`src/rtl/fib_sequencer_pkg.sv`:
```
// -----------------------------------------------------------------------------
// fib_sequencer_pkg
// Shared definitions for the Fibonacci control sequencer:
//   - state_t      : sequencer FSM states
//   - OPCODE_ADD   : ALU opcode used for every datapath write
//   - FLAG_*       : bit positions within the datapath status flag vector
// -----------------------------------------------------------------------------
package fib_sequencer_pkg;

    typedef enum logic [2:0] {
        IDLE  = 3'd0,
        CLEAR = 3'd1,
        SEED0 = 3'd2,
        SEED1 = 3'd3,
        STEP  = 3'd4,
        DONE  = 3'd5
    } state_t;

    localparam logic [3:0] OPCODE_ADD = 4'd1;

    // CR16 status flag layout: carry, low, flag (signed overflow), zero, negative.
    localparam int FLAG_CARRY        = 0;
    localparam int FLAG_LOW          = 1;
    localparam int FLAG_OVF          = 2;
    localparam int FLAG_ZERO         = 3;
    localparam int FLAG_NEG          = 4;
    localparam int STATUS_FLAG_COUNT = 5;

endpackage

```
`src/rtl/one_hot_decoder.sv`:
```
// -----------------------------------------------------------------------------
// one_hot_decoder
// Binary select to one-hot vector with a global enable. With enable low the
// output is all zeros, so the result is always one-hot or zero.
// Ports:
//   sel     in  SEL_WIDTH  binary index
//   enable  in  1          gates every output bit
//   one_hot out OUT_WIDTH  decoded vector
// -----------------------------------------------------------------------------
module one_hot_decoder #(
    parameter int SEL_WIDTH = 4,
    parameter int OUT_WIDTH = 16
) (
    input  logic [SEL_WIDTH-1:0] sel,
    input  logic                 enable,
    output logic [OUT_WIDTH-1:0] one_hot
);

    always_comb begin
        for (int i = 0; i < OUT_WIDTH; i++) begin
            one_hot[i] = enable && (sel == SEL_WIDTH'(i));
        end
    end

endmodule

```
`src/rtl/fib_sequencer.sv`:
```
// -----------------------------------------------------------------------------
// fib_sequencer
// Control sequencer that drives the CR16 datapath to fill r0..r(len-1) with a
// Fibonacci-style sequence: r0 = seed_a, r1 = seed_b, r[i] = r[i-2] + r[i-1].
// Sequence: IDLE -> CLEAR -> SEED0 -> SEED1 -> STEP* -> DONE -> IDLE.
// Every control output is registered (Moore).
// Ports:
//   I_CLK, I_NRESET       clock, asynchronous active-low reset
//   I_START, I_ABORT      run request (IDLE only), abort (beats start)
//   I_SEED_A, I_SEED_B    values for r0 and r1
//   I_LENGTH              registers to fill, clamped to 2..REG_COUNT
//   I_RESULT_BUS          datapath result for the current controls
//   I_STATUS_FLAGS        datapath flags, carry at CARRY_FLAG_BIT
//   O_DATAPATH_NRESET     datapath register clear, active-low
//   O_REG_WRITE_ENABLE    one-hot register write enable
//   O_REG_A/B_SELECT      read port selects
//   O_IMMEDIATE(_SELECT)  immediate value and B-operand mux control
//   O_OPCODE              ALU opcode
//   O_BUSY, O_DONE        run in progress, one-cycle completion pulse
//   O_OVERFLOW            sticky carry seen during the current run
//   O_LAST_VALUE          value written to the final register
// -----------------------------------------------------------------------------
module fib_sequencer
    import fib_sequencer_pkg::*;
#(
    parameter int REG_COUNT      = 16,
    parameter int DATA_WIDTH     = 16,
    parameter int SEL_WIDTH      = $clog2(REG_COUNT),
    parameter int CARRY_FLAG_BIT = FLAG_CARRY
) (
    input  logic                         I_CLK,
    input  logic                         I_NRESET,
    input  logic                         I_START,
    input  logic                         I_ABORT,
    input  logic [DATA_WIDTH-1:0]        I_SEED_A,
    input  logic [DATA_WIDTH-1:0]        I_SEED_B,
    input  logic [SEL_WIDTH:0]           I_LENGTH,
    input  logic [DATA_WIDTH-1:0]        I_RESULT_BUS,
    input  logic [STATUS_FLAG_COUNT-1:0] I_STATUS_FLAGS,
    output logic                         O_DATAPATH_NRESET,
    output logic [REG_COUNT-1:0]         O_REG_WRITE_ENABLE,
    output logic [SEL_WIDTH-1:0]         O_REG_A_SELECT,
    output logic [SEL_WIDTH-1:0]         O_REG_B_SELECT,
    output logic [DATA_WIDTH-1:0]        O_IMMEDIATE,
    output logic                         O_IMMEDIATE_SELECT,
    output logic [3:0]                   O_OPCODE,
    output logic                         O_BUSY,
    output logic                         O_DONE,
    output logic                         O_OVERFLOW,
    output logic [DATA_WIDTH-1:0]        O_LAST_VALUE
);

    localparam logic [SEL_WIDTH:0]   LEN_ONE = (SEL_WIDTH+1)'(1);
    localparam logic [SEL_WIDTH:0]   LEN_MIN = (SEL_WIDTH+1)'(2);
    localparam logic [SEL_WIDTH:0]   LEN_MAX = (SEL_WIDTH+1)'(REG_COUNT);
    localparam logic [SEL_WIDTH-1:0] IDX_ONE = SEL_WIDTH'(1);
    localparam logic [SEL_WIDTH-1:0] IDX_TWO = SEL_WIDTH'(2);

    // Run state
    state_t                state_q, state_d;
    logic [SEL_WIDTH-1:0]  idx_q, idx_d;
    logic [SEL_WIDTH:0]    len_q, len_d;
    logic [DATA_WIDTH-1:0] seed_a_q, seed_a_d;
    logic [DATA_WIDTH-1:0] seed_b_q, seed_b_d;
    logic                  overflow_d;
    logic [DATA_WIDTH-1:0] last_value_d;
    logic [SEL_WIDTH:0]    len_clamped;
    logic                  carry;
    logic                  last_step;

    // Next-cycle control values, registered straight onto the outputs
    logic                  datapath_nreset_d;
    logic                  write_en_d;
    logic [SEL_WIDTH-1:0]  write_sel_d;
    logic [REG_COUNT-1:0]  write_enable_d;
    logic [SEL_WIDTH-1:0]  a_sel_d;
    logic [SEL_WIDTH-1:0]  b_sel_d;
    logic [DATA_WIDTH-1:0] imm_d;
    logic                  imm_sel_d;
    logic [3:0]            opcode_d;
    logic                  busy_d;
    logic                  done_d;

    // Only the carry bit steers the sequencer; the remaining flags are
    // collected here so they are visibly intentional.
    logic unused_flags;
    assign unused_flags = ^I_STATUS_FLAGS;

    assign carry     = I_STATUS_FLAGS[CARRY_FLAG_BIT];
    assign last_step = ({1'b0, idx_q} == (len_q - LEN_ONE));

    always_comb begin
        if (I_LENGTH < LEN_MIN) begin
            len_clamped = LEN_MIN;
        end else if (I_LENGTH > LEN_MAX) begin
            len_clamped = LEN_MAX;
        end else begin
            len_clamped = I_LENGTH;
        end
    end

    // NOTE: every variable assigned in this block gets a default first, so
    // no path leaves one unassigned and no latch is inferred.
    always_comb begin
        state_d      = state_q;
        idx_d        = idx_q;
        len_d        = len_q;
        seed_a_d     = seed_a_q;
        seed_b_d     = seed_b_q;
        overflow_d   = O_OVERFLOW;
        last_value_d = O_LAST_VALUE;

        if (I_ABORT) begin
            // Abort freezes overflow/last value; in IDLE it also masks start.
            state_d = IDLE;
        end else begin
            case (state_q)
                IDLE: begin
                    if (I_START) begin
                        len_d      = len_clamped;
                        seed_a_d   = I_SEED_A;
                        seed_b_d   = I_SEED_B;
                        overflow_d = 1'b0;
                        state_d    = CLEAR;
                    end
                end
                CLEAR: state_d = SEED0;
                SEED0: state_d = SEED1;
                SEED1: begin
                    if (len_q == LEN_MIN) begin
                        last_value_d = I_RESULT_BUS;
                        state_d      = DONE;
                    end else begin
                        idx_d   = IDX_TWO;
                        state_d = STEP;
                    end
                end
                STEP: begin
                    if (carry) begin
                        overflow_d = 1'b1;
                    end
                    if (last_step) begin
                        last_value_d = I_RESULT_BUS;
                        state_d      = DONE;
                    end else begin
                        idx_d = idx_q + IDX_ONE;
                    end
                end
                DONE:    state_d = IDLE;
                default: state_d = IDLE;
            endcase
        end
    end

    // Controls are decoded from the state being entered, so the registered
    // outputs line up with the state they belong to.
    always_comb begin
        datapath_nreset_d = 1'b1;
        write_en_d        = 1'b0;
        write_sel_d       = '0;
        a_sel_d           = '0;
        b_sel_d           = '0;
        imm_d             = '0;
        imm_sel_d         = 1'b0;
        opcode_d          = 4'd0;
        busy_d            = 1'b0;
        done_d            = 1'b0;

        case (state_d)
            CLEAR: begin
                datapath_nreset_d = 1'b0;
                busy_d            = 1'b1;
            end
            SEED0: begin
                // r0 was just cleared, so r0 + imm writes seed_a.
                write_en_d  = 1'b1;
                write_sel_d = '0;
                a_sel_d     = '0;
                imm_d       = seed_a_q;
                imm_sel_d   = 1'b1;
                opcode_d    = OPCODE_ADD;
                busy_d      = 1'b1;
            end
            SEED1: begin
                write_en_d  = 1'b1;
                write_sel_d = IDX_ONE;
                a_sel_d     = IDX_ONE;
                imm_d       = seed_b_q;
                imm_sel_d   = 1'b1;
                opcode_d    = OPCODE_ADD;
                busy_d      = 1'b1;
            end
            STEP: begin
                write_en_d  = 1'b1;
                write_sel_d = idx_d;
                a_sel_d     = idx_d - IDX_TWO;
                b_sel_d     = idx_d - IDX_ONE;
                opcode_d    = OPCODE_ADD;
                busy_d      = 1'b1;
            end
            DONE: begin
                done_d = 1'b1;
            end
            default: begin
            end
        endcase
    end

    one_hot_decoder #(
        .SEL_WIDTH (SEL_WIDTH),
        .OUT_WIDTH (REG_COUNT)
    ) u_write_decoder (
        .sel     (write_sel_d),
        .enable  (write_en_d),
        .one_hot (write_enable_d)
    );

    // NOTE: state is updated with non-blocking assignments so every register
    // samples the pre-edge values regardless of statement order.
    always_ff @(posedge I_CLK or negedge I_NRESET) begin
        if (!I_NRESET) begin
            state_q            <= IDLE;
            idx_q              <= '0;
            len_q              <= '0;
            seed_a_q           <= '0;
            seed_b_q           <= '0;
            O_DATAPATH_NRESET  <= 1'b1;
            O_REG_WRITE_ENABLE <= '0;
            O_REG_A_SELECT     <= '0;
            O_REG_B_SELECT     <= '0;
            O_IMMEDIATE        <= '0;
            O_IMMEDIATE_SELECT <= 1'b0;
            O_OPCODE           <= 4'd0;
            O_BUSY             <= 1'b0;
            O_DONE             <= 1'b0;
            O_OVERFLOW         <= 1'b0;
            O_LAST_VALUE       <= '0;
        end else begin
            state_q            <= state_d;
            idx_q              <= idx_d;
            len_q              <= len_d;
            seed_a_q           <= seed_a_d;
            seed_b_q           <= seed_b_d;
            O_DATAPATH_NRESET  <= datapath_nreset_d;
            O_REG_WRITE_ENABLE <= write_enable_d;
            O_REG_A_SELECT     <= a_sel_d;
            O_REG_B_SELECT     <= b_sel_d;
            O_IMMEDIATE        <= imm_d;
            O_IMMEDIATE_SELECT <= imm_sel_d;
            O_OPCODE           <= opcode_d;
            O_BUSY             <= busy_d;
            O_DONE             <= done_d;
            O_OVERFLOW         <= overflow_d;
            O_LAST_VALUE       <= last_value_d;
        end
    end

endmodule

```
`config.mk`:
```
export PLATFORM = sky130hd
export DESIGN_NAME = fib_sequencer
export DESIGN_NICKNAME = d
export VERILOG_FILES = /design/src/rtl/fib_sequencer_pkg.sv /design/src/rtl/one_hot_decoder.sv /design/src/rtl/fib_sequencer.sv
export SDC_FILE = /design/constraint.sdc
export NUM_CORES = 1
export LEC_CHECK = 0
export CAP_MARGIN = 40
export CELL_PAD_IN_SITES_DETAIL_PLACEMENT = 1
export CELL_PAD_IN_SITES_GLOBAL_PLACEMENT = 1
export CORE_MARGIN = 2
export CORE_UTILIZATION = 40
export DETAILED_ROUTE_END_ITERATION = 8
export GPL_TIMING_DRIVEN = 0
export PLACE_DENSITY_LB_ADDON = 0.1
export SLEW_MARGIN = 20
export SYNTH_ARGS = -nofsm -noshare
export SYNTH_HDL_FRONTEND = slang
export SYNTH_SLANG_ARGS = --single-unit
```
`constraint.sdc`:
```
create_clock -name I_CLK -period 5.9 [get_ports I_CLK]
set_input_delay 1.18 -clock I_CLK [delete_from_list [all_inputs] [get_ports I_CLK]]
set_output_delay 1.18 -clock I_CLK [all_outputs]
set_load 0.02 [all_outputs]
```
Yosys cells after proc, flatten, opt, wreduce, memory -nomap -nowiden
Cells that the tools add are included.
{"block": "totals", "ff_bits": 109, "input_bits": 62, "out_inout_bits": 65}
{"block": "classes", "addsub": 4, "order_cmp": 2, "eq_ne": 30, "muxes": 27, "n_bitwise": 1, "n_reduce_logical": 26}
{"cell": "one-hot mux 16 bit (2 select lines)", "n": 2}
{"cell": "equality test 4 bit, second input constant", "n": 8}
{"cell": "two-way mux 16 bit", "n": 2}
{"cell": "one-hot mux 4 bit (2 select lines)", "n": 3}
{"cell": "equality test 4 x 3 -> 1 bit, second input constant", "n": 4}
{"cell": "logical AND 1 bit", "n": 16}
{"cell": "two-way mux 4 bit", "n": 4}
{"cell": "one-hot mux 3 bit (5 select lines)", "n": 1}
{"cell": "equality test 3 x 2 -> 1 bit, second input constant", "n": 4}
{"cell": "two-way mux 5 bit", "n": 2}
{"cell": "equality test 3 bit, second input constant", "n": 3}
{"cell": "two-way mux 1 bit", "n": 9}
{"cell": "two-way mux 3 bit", "n": 3}
{"cell": "equality test 4 x 2 -> 1 bit, second input constant", "n": 2}
{"cell": "!= test 2 bit, second input constant", "n": 4}
{"cell": "AND reduction 4 bit", "n": 2}
{"cell": "equality test 3 x 1 -> 1 bit, second input constant", "n": 2}
{"cell": "equality test 4 x 5 -> 1 bit", "n": 1}
{"cell": "equality test 5 x 2 -> 1 bit, second input constant", "n": 1}
{"cell": "> comparator 5 bit, second input constant", "n": 1}
{"cell": "less-than comparator 5 x 2 -> 1 bit, second input constant", "n": 1}
{"cell": "subtractor 5 x 1 -> 5 bit, second input constant", "n": 1}
{"cell": "adder 4 x 1 -> 4 bit, second input constant", "n": 1}
{"cell": "equality test 4 x 1 -> 1 bit, second input constant", "n": 1}
{"cell": "other kinds (11)", "n": 12}

Longest topological paths before layout
Gate-level depths: netlist of the first run.
{"block": "depth", "ltp_word": 9, "mapped_depth": 15}

Cells and area by module
A second synthesis of the first run with hierarchy kept.
{"block": "unflattened", "cells_unflattened": 347, "area_unflattened_um2": 4356.7}
{"mod": "fib_sequencer", "n_inst": 1, "cells_each": 324, "area_per_inst_um2": 4239.1}
{"mod": "one_hot_decoder", "n_inst": 1, "cells_each": 23, "area_per_inst_um2": 117.6}

Worst setup path after synthesis of the first run
OpenSTA, ideal clock, no wires.
{"block": "synth_path", "path_kind": "register to register", "from": "reg len_q[0]", "to": "reg O_REG_B_SELECT[3]", "setup_time_ns": 0.132, "t_arrival_ns": 2.608, "t_required_ns": 5.768, "setup_slack_ns": 3.160, "stages_incl_launch_ff": 15, "path_buffers": 2, "cell_sequence": "dfrtp_1 inv_1 ha_1 o21ba_2 a221oi_2 o2111ai_1 buf_2 and3_1 a211oi_2 buf_2 ha_1 nand2b_1 o21ai_0 xnor2_1 nor2_1"}
{"block": "synth_via", "elab_chain_len": 7}
{"item": "start, declared", "line": "fib_sequencer.sv:62", "rtl": "logic [SEL_WIDTH:0] len_q, len_d;"}
{"item": "start signal, assigned", "line": "fib_sequencer.sv:241", "rtl": "len_q <= len_d;"}
{"item": "subtractor 5 x 1 -> 5 bit", "line": "fib_sequencer.sv:90", "rtl": "assign last_step = ({1'b0, idx_q} == (len_q - LEN_ONE));"}
{"item": "equality test 4 x 5 -> 1 bit", "line": "fib_sequencer.sv:90"}
{"item": "two-way mux 4 bit or two-way mux 3 bit (tied branches)", "line": "fib_sequencer.sv:142", "rtl": "if (last_step) begin"}
{"item": "one-hot mux 4 bit (2 select lines) or one-hot mux 3 bit (5 select lines) (tied branches)", "line": "fib_sequencer.sv:117", "rtl": "case (state_q)"}
{"item": "two-way mux 4 bit or two-way mux 3 bit (tied branches)", "line": "fib_sequencer.sv:113", "rtl": "if (I_ABORT) begin"}
{"item": "subtractor 4 x 1 -> 4 bit or equality test 3 bit (tied branches)", "line": "fib_sequencer.sv:197, fib_sequencer.sv:169"}
{"item": "two-way mux 4 bit *", "line": "fib_sequencer.sv:169", "rtl": "case (state_d)"}
{"item": "named net b_sel_d[3]", "line": "fib_sequencer.sv:77", "rtl": "logic [SEL_WIDTH-1:0] b_sel_d;"}
{"item": "end signal, assigned", "line": "fib_sequencer.sv:247", "rtl": "O_REG_B_SELECT <= b_sel_d;"}
{"item": "end, declared", "line": "fib_sequencer.sv:43", "rtl": "output logic [SEL_WIDTH-1:0] O_REG_B_SELECT,"}
The timed path passes the listed nets; every way through them passes the cells marked *.
A chain may end at the register's enable or synchronous reset.

Worst setup path after layout of the first run
{"block": "layout_path", "from": "in I_ABORT", "to": "reg O_REG_B_SELECT[3]"}
{"block": "layout_via", "elab_chain_len": 3}
{"item": "start, declared", "line": "fib_sequencer.sv:34", "rtl": "input logic I_ABORT,"}
{"item": "two-way mux 4 bit or two-way mux 3 bit (tied branches)", "line": "fib_sequencer.sv:113"}
{"item": "subtractor 4 x 1 -> 4 bit or equality test 3 bit (tied branches)", "line": "fib_sequencer.sv:197, fib_sequencer.sv:169"}
{"item": "two-way mux 4 bit *", "line": "fib_sequencer.sv:169"}
{"item": "named net b_sel_d[3]", "line": "fib_sequencer.sv:77"}
Marked as above.

==> flow_summary.ini, run 1 <==
[timing]
layout_min_cycle_time_ps = 3150
worstMarginPinSlew_ps = 620
clock.fmax_mhz = 317
finalHoldViolCount = 0
maxSlewViolCount = 0
setup_ws_ps = 2750
fin_skew_ps = 13.2
rsz0062_at_grt = no
finalSetupViolCount = 0
slew-limit-headroom_pct = 58.6
post-route-period-util_pct = 53.4

[critical_path]
cp-end-kind = register
cp.required_ps = 6130
reg2reg_from = len_q[0]
critPathMaxStageDelay_ps = 620
r2r_cells = 14
cp_cell_sequence = clkdlybuf4s50_1 -> or2_2 -> nor2_1 -> and3_1 -> a211oi_2 -> buf_2 -> ha_1 -> nand2b_1 -> o21ai_0 -> xnor2_1 -> nor2_1
reg2reg_slack_ps = 2820
critPathArrivalTime_ps = 3390
cpMaxStageDelayCell = clkdlybuf4s50_1
reg2reg_to = O_REG_B_SELECT[3]
worstSetupPathType = in -> reg
cp-start-kind = input pin
path_max_fanout = 11
crit_top_cell = nor2_1

[min_path]
whs_path_depth = 1
hp-start = seed_b_q[4]
hold_path_class = reg -> reg
whs_endpoint = seed_b_q[4]

[placed_design]
place.gp.congestion = 0.748
place_ws_ps = 2340
post-dp-hpwl_um = 7080
port_buffers = 119

[grt]
grt_start_max_net_pins = 79
grt-busiest-layer = met2
use_met2_pct = 30.7
grtUsageTotal_pct = 17.7
met1_usage_pct = 21.5
antenna_found_initial = 0
use_met3_pct = 4.00
overflow = 0
first_global_vias = 3191
grt_pass1_wl_um = 15900

[synth]
syn-instance-count = 333
yosys_warnings = 0
async_flop_share_pct = 100
synth_top_flop_cell = dfrtp_1
synth_edf_count = 0
synth.avg_cell_area_um2 = 12.9
ys_seq_elements = 106
seq_area_frac_synth_pct = 61.7
yosysUniqueCellTypes = 44
syn-cell-area_mm2 = 0.00430

[power_and_ir_drop]
power_w = 0.00200
leakage_nw = 2.63
power.density_mw_per_mm2 = 338
ir_worst_vdd_mv = 0.153

[clocking]
cts_resized = 0
clkLatencyLatePin_ps = 370
cts.reportedPaths.clkPinSlew_ps = 110
h-tree-depth = 3
cts_root_buf = clkbuf_8
cts_tree = yes
cts_made_buffers = 9
cts_hold_buf = 0
clockBufferDepth = 2
numClockSinks = 106
cts_setup_buffers = 0

[layout]
final_util_pct = 57.0
areaGrowthSynthToFinish_pct = 37.4
drive_gt1_share_pct = 18.7
fill_cells = 1103
num-nets-final = 534
layout_common_cells = clkdlybuf4s50_1, dfrtp_1, mux2_2, nor2_1
layout_commonest_cell = clkdlybuf4s50_1
antenna_cells = 0

[floorplan]
coreArea_mm2 = 0.0104
start_util_pct = 41.5
die_w_um = 108
die_h_um = 108
io-pin-count = 127
dieArea_mm2 = 0.0116
placementRows = 37

[route]
drtIter0Drc = 60
ant_nets = 0
wire_per_inst_um = 15.9
drtPass1Iterations = 4
drc = 0
vias = 2957
wl_um = 9640
vias_per_cell = 4.87

[status]
status = finished, final reports clean

[run]
cap_violations = 0
## state kept, by name (all words and copies together), names as in the netlist
name and count:
O_REG_WRITE_ENABLE 16, O_OPCODE 1, O_DONE 1, state_q 3, idx_q 4, O_IMMEDIATE 16, O_DATAPATH_NRESET 1, O_OVERFLOW 1
seed_a_q 16, O_REG_A_SELECT 4, O_BUSY 1, O_REG_B_SELECT 4, seed_b_q 16, O_IMMEDIATE_SELECT 1, O_LAST_VALUE 16, len_q 5
## cell type report
class	instances	area, um2	area share [%]
multi-input combinational	199	1490	25.3
timing repair buffer	120	1220	20.6
inverter	10	37.5	0.635
clock buffer	10	138	2.33
buffer	20	124	2.10
tap	136	170	2.88
clock inverter	6	72.6	1.23
sequential	106	2650	44.9
## cells by family (layout without fill, tap and decap cells)
group / after synthesis / after routing / share of synthesized area [%]
xor gates and xnor gates: 10 / 10 / 2.04
AOI/OAI and AO/OA: 27 / 27 / 4.80
adders and majority gates: 6 / 6 / 1.75
DFF: 106 / 106 / 61.7
muxes: 64 / 64 / 16.3
buffers and inverters: 30 / 166 / 3.75
other: 1 / 3 / 0.0872
and+or+nand+nor: 89 / 89 / 9.60
## where the power goes
group | internal (W) | switching, W
clock network | 0.000213 | 0.000256
registers | 0.000869 | 0.0000799
logic | 0.000304 | 0.000275
## worst max path at each step
stage          startpoint           endpoint  cells after the start
3_5_place_dp      I_ABORT  O_REG_B_SELECT[3]                     11
4_1_cts           I_ABORT  O_REG_B_SELECT[3]                     11
6_report          I_ABORT  O_REG_B_SELECT[3]                     11
3_3_place_gp     I_NRESET        seed_b_q[6]                      1
5_1_grt          len_q[0]  O_REG_B_SELECT[3]                     14
2_1_floorplan    len_q[0]  O_REG_B_SELECT[3]                     14
## per-stage QoR
step           TNS (ps)  hold WS, ps  cells  area (um2)
6_report              0          517    607        5910
5_1_grt               0          528    607        5910
4_1_cts               0          520    607        5910
3_5_place_dp          0          495    591        5700
3_3_place_gp     -35910          487    590        5670
2_1_floorplan         0          479    335        4310
## metal layers
layer,wire length [um],vias to the layer above,share of wire [%]
li1,-,1392,-
met1,3950,1477,41
met2,5040,77,52
met3,509,11,5.3
met4,141,0,1.5
met5,0,-,0
## worst max-delay path, delay by kind of cell
kind	cells	cell delay (ps)
buf+inv	2	910
fa+ha+maj	1	190
simple gates	5	540
xor+xnor	1	140
compound gates	2	440
## synthesized netlist by cell type (3+ instances only)
cell type	number	area, um2
ha_1	6	75.1
xnor2_1	4	35.0
buf_6	3	33.8
buf_2	3	15.0
nor3_1	9	45.0
nand3_1	6	30.0
xor2_1	6	52.6
inv_1	10	37.5
nand2b_1	4	25.0
a21oi_1	7	35.0
dfrtp_1	105	2630
o21ai_0	5	25.0
nand2_1	16	60.1
clkbuf_1	8	30.0
mux2i_1	16	160
mux2_2	48	541
buf_4	6	45.0
nor2_1	40	150
No activity file was read; power rests on OpenSTA's default activity.
==> inputs of run 2 (changes only) <==
- CORE_UTILIZATION: 40 -> 33
- clock period: 5.9 -> 2.6 ns (I/O delays scaled with it)
==> flow_summary.ini, run 2 (synthesis results as in run 1) <==
[layout]
num-nets-final = 554
layout_commonest_cell = clkdlybuf4s50_1
design_area_mm2 = 0.00640
finalNonFillerCells = 663
layout_common_cells = clkdlybuf4s50_1, dfrtp_1, mux2_2, nor2_1, buf_4
final_util_pct = 50.5
areaGrowthSynthToFinish_pct = 48.7
drive_gt1_share_pct = 27.7
antenna_cells = 0

[critical_path]
reg2reg_slack_ps = 10
cp-end-kind = register
worstSetupPathDepth = 13
path_delay_family = buffers and inverters
path_buf_inv = 6
reg2reg_from = len_q[1]
r2r_cells = 13
cp_cell_sequence = inv_2 -> ha_4 -> o21ba_4 -> a221oi_4 -> o2111ai_2 -> buf_6 -> buf_4 -> buf_4 -> or3b_4 -> a31oi_4 -> buf_6 -> buf_4 -> nor4_2
cp-start-kind = register
path_max_fanout = 6
critPathMaxStageDelay_ps = 370
endpoint = O_REG_WRITE_ENABLE[13]
critPathArrivalTime_ps = 2850
cp.required_ps = 2860
crit_top_cell = buf_4
reg2reg_to = O_REG_WRITE_ENABLE[13]
worstSetupPathType = reg -> reg
cpMaxStageDelayCell = dfrtp_1
cp-startpoint = len_q[1]

[timing]
post-route-period-util_pct = 99.6
layout_min_cycle_time_ps = 2590
fin_skew_ps = 5.71
rsz0062_at_grt = yes
finalSetupViolCount = 0
clock.fmax_mhz = 386
worstMarginPinSlew_ps = 632
slew-limit-headroom_pct = 57.9
tns_ps = 0
maxSlewViolCount = 0
finalHoldViolCount = 0

[grt]
antenna_found_initial = 0
grt_pass1_wl_um = 16800
first_global_vias = 3230
grt_start_max_net_pins = 73
grtUsageTotal_pct = 15.5
overflow = 0

[floorplan]
die_h_um = 118
io-pin-count = 127
start_util_pct = 33.9
coreArea_mm2 = 0.0127
placementRows = 41
die_w_um = 118
dieArea_mm2 = 0.0140

[power_and_ir_drop]
seqPwrFrac_pct = 43.9
sw_frac_of_total_pct = 30.0
power_w = 0.00490
leakage_nw = 2.82
power.density_mw_per_mm2 = 766
ir_worst_vdd_mv = 0.329
p_comb_share_pct = 30.5
p_clk_share_pct = 25.6
p_int_w = 0.00343
p_switching_w = 0.00147

[placed_design]
placed_cells = 627
post-dp-hpwl_um = 7340
place.gp.congestion = 0.786
port_buffers = 119
dpl_cell_area_mm2 = 0.00575

[route]
drtPass1Iterations = 3
wl_um = 10400
drtIter0Drc = 75
drc = 0
vias_per_cell = 4.55
ant_nets = 0
wire_per_inst_um = 15.7
vias = 3019

[clocking]
cts_tree = yes
cts.reportedPaths.clkPinSlew_ps = 70
clockBufferDepth = 2
cts_root_buf = clkbuf_16
cts_made_buffers = 9
clkLatencyLatePin_ps = 350
h-tree-depth = 3
numClockSinks = 106
cts_hold_buf = 0

[status]
status = finished, final reports clean

[run]
cap_violations = 0

[min_path]
hold_path_class = in -> async
==> run 2: layout make-up <==
cell class | instances | area [um2]
Buffer | 19 | 148
Clock buffer | 10 | 229
Clock inverter | 6 | 43.8
Fill cell | 1321 | 6270
Inverter | 10 | 37.5
Multi-Input combinational cell | 199 | 1670
Sequential cell | 106 | 2650
Tap cell | 172 | 215
Timing Repair Buffer | 141 | 1400
==> run 2: worst register-to-register path, stage by stage (launching register included) <==
cell	delay, ps
dfrtp_1	370
inv_2	60
ha_4	180
o21ba_4	200
a221oi_4	280
o2111ai_2	180
buf_6	170
buf_4	140
buf_4	130
or3b_4	230
a31oi_4	100
buf_6	150
buf_4	130
nor4_2	190
==> run 2: timing repair <==
action / in CTS / in global routing
cloned: 0 / 2
gates resized for setup: 6 / 40
endpoints found under the setup margin: 19 / 29
setup buffers: 8 / 11
pin swaps: 2 / 8
==> run 2: power by group through the flow <==
stage                     sequential, W  combinational [W]  clock (W)
after detailed placement        0.00219            0.00134          0
after global placement          0.00217            0.00130          0
after CTS                       0.00215            0.00140    0.00130
after global routing            0.00221            0.00163    0.00136
after floorplan                 0.00231           0.000635          0
final                           0.00215            0.00150    0.00125
==> run 2: worst min-delay path by stage <==
stage,from,end,slack [ps],depth (start not counted)
CTS,I_NRESET,len_q[4],70,1
global route,I_NRESET,len_q[4],80,1
detailed placement,I_NRESET,O_REG_WRITE_ENABLE[14],440,1
global placement,seed_a_q[11],seed_a_q[11],490,1
finish,I_NRESET,idx_q[2],60,1
floorplan,I_NRESET,O_BUSY,220,0
==> run 2: metal layers <==
metal	share of wire (%)	track usage, %	vias up
met1	41	18.0	1509
li1	-	-	1428
met3	5.5	4.01	12
met2	52	27.0	70
met4	1.5	6.40	0
met5	0	0	-
==> run 2: through the flow <==
stage | worst slack (ps) | hold slack (ps)
6_report | 11.7 | 64.1
5_1_grt | -149 | 79.2
2_1_floorplan | 38.5 | 224
3_3_place_gp | -3150 | 487
3_5_place_dp | -289 | 441
4_1_cts | -94.5 | 66.0
==> inputs of run 3 (changes only) <==
- clock period: 2.6 -> 2.3 ns (I/O delays scaled with it)
==> flow_summary.ini, run 3 (synthesis results as in run 1) <==
[status]
status = finished, violations left
violations = negative setup slack

[critical_path]
reg2reg_slack_ps = -170
cpMaxStageDelayCell = dfrtp_1
path_max_fanout = 6
worstSetupPathType = reg -> reg
cp.required_ps = 2540
cp_cell_sequence = inv_2 -> ha_4 -> o21ba_4 -> a221oi_2 -> o2111ai_2 -> buf_6 -> and3_4 -> a211oi_4 -> buf_6 -> ha_4 -> nand2b_4 -> o21ai_2 -> xnor2_1 -> nor2_1
cp-end-kind = register
r2r_cells = 14
cp-start-kind = register
reg2reg_to = O_REG_B_SELECT[3]
critPathArrivalTime_ps = 2710
reg2reg_from = len_q[1]
critPathMaxStageDelay_ps = 390

[floorplan]
io-pin-count = 127
coreArea_mm2 = 0.0127
die_w_um = 118
die_h_um = 118
start_util_pct = 33.9
placementRows = 41
dieArea_mm2 = 0.0140

[power_and_ir_drop]
power.density_mw_per_mm2 = 874
ir_worst_vdd_mv = 0.339
leakage_nw = 2.90
power_w = 0.00576

[timing]
slew-limit-headroom_pct = 58.3
fin_skew_ps = 4.45
finalHoldViolCount = 0
tns_ps = -3810
finalSetupViolCount = 36
setup_ws_ps = -169
worstMarginPinSlew_ps = 625
maxSlewViolCount = 0
post-route-period-util_pct = 107
rsz0062_at_grt = yes
layout_min_cycle_time_ps = 2470
clock.fmax_mhz = 405

[route]
drtPass1Iterations = 4
wire_per_inst_um = 16.3
drtIter0Drc = 115
ant_nets = 0
wl_um = 10800
vias = 3055
drc = 0
vias_per_cell = 4.60

[clocking]
numClockSinks = 106
cts.reportedPaths.clkPinSlew_ps = 70
cts_tree = yes
clockBufferDepth = 2
clkLatencyLatePin_ps = 350
cts_root_buf = clkbuf_16
h-tree-depth = 3
cts_made_buffers = 9

[layout]
finalNonFillerCells = 664
design_area_mm2 = 0.00659
num-nets-final = 557
areaGrowthSynthToFinish_pct = 53.2
layout_common_cells = clkdlybuf4s50_1, dfrtp_1, nor2_1, mux2_2, buf_4
antenna_cells = 0
layout_commonest_cell = clkdlybuf4s50_1
drive_gt1_share_pct = 29.1

[grt]
antenna_found_initial = 0
grtUsageTotal_pct = 16.2
grt_start_max_net_pins = 81
first_global_vias = 3348
overflow = 0
grt_pass1_wl_um = 17500

[placed_design]
place_ws_ps = -487
port_buffers = 119
place.gp.congestion = 0.771
post-dp-hpwl_um = 7430
placed_cells = 627
dpl_cell_area_mm2 = 0.00583

[min_path]
whs_path_depth = 1
hold_path_class = reg -> reg
hp-start = seed_a_q[8]
whs_endpoint = seed_a_q[8]

[run]
cap_violations = 0
-- run 3: worst max-delay path, delay by kind of cell, from the launching register on --
kind	cells	cell delay [ps]
AOI/OAI and AO/OA	5	920
DFF	1	390
buffers and inverters	3	390
adders and majority gates	2	300
and+or+nand+nor	3	250
xor gates and xnor gates	1	130
-- run 3: power breakdown --
group	internal, W	switching [W]	leakage (nW)
Combinational	0.000984	0.000791	1.39
Clock	0.000892	0.000653	0.141
Sequential	0.00223	0.000207	1.37
Total	0.00411	0.00165	2.90
-- run 3: final cells by class --
type                    count  area, um2
plain buffers              19        164
flip-flops and latches    106       2660
fillers                  1321       6080
multi-input cells         199       1760
well taps                 172        215
inverters                  10       37.5
clock buffers              12        256
repair buffers            144       1470
clock inverters             2       37.5
-- run 3: what timing repair did --
item | 4_1_cts | 5_1_grt
setup endpoints to repair | 51 | 78
pin swaps | 9 | 6
hold buffers | 1 | 0
setup buffers | 13 | 9
resized for setup | 33 | 38
cloned | 1 | 1
hold endpoints to repair | 25 | 0
-- run 3: routing by layer --
layer | up-vias | global-route usage [%] | wire [um]
li1 | 1435 | - | -
met4 | 0 | 7.53 | 242
met2 | 72 | 27.8 | 5560
met1 | 1534 | 18.6 | 4340
met3 | 14 | 4.78 | 659
met5 | - | 0 | 0
-- run 3: per-stage QoR --
stage | hold WS, ps | utilization (%)
2_1_floorplan | 164 | -
3_3_place_gp | 487 | 45.7
3_5_place_dp | 350 | 46.0
4_1_cts | 509 | 50.2
5_1_grt | 517 | 52.0
6_report | 506 | 52.0
-- run 3: worst max-delay path by stage --
stage / startpoint / to / cells past startpoint
floorplan: len_q[0] / O_REG_B_SELECT[3] / 14
global placement: I_NRESET / seed_a_q[8] / 1
detailed placement: len_q[1] / O_REG_B_SELECT[3] / 14
CTS: len_q[1] / O_REG_B_SELECT[3] / 14
global route: len_q[1] / O_REG_B_SELECT[3] / 14
finish: len_q[1] / O_REG_B_SELECT[3] / 14
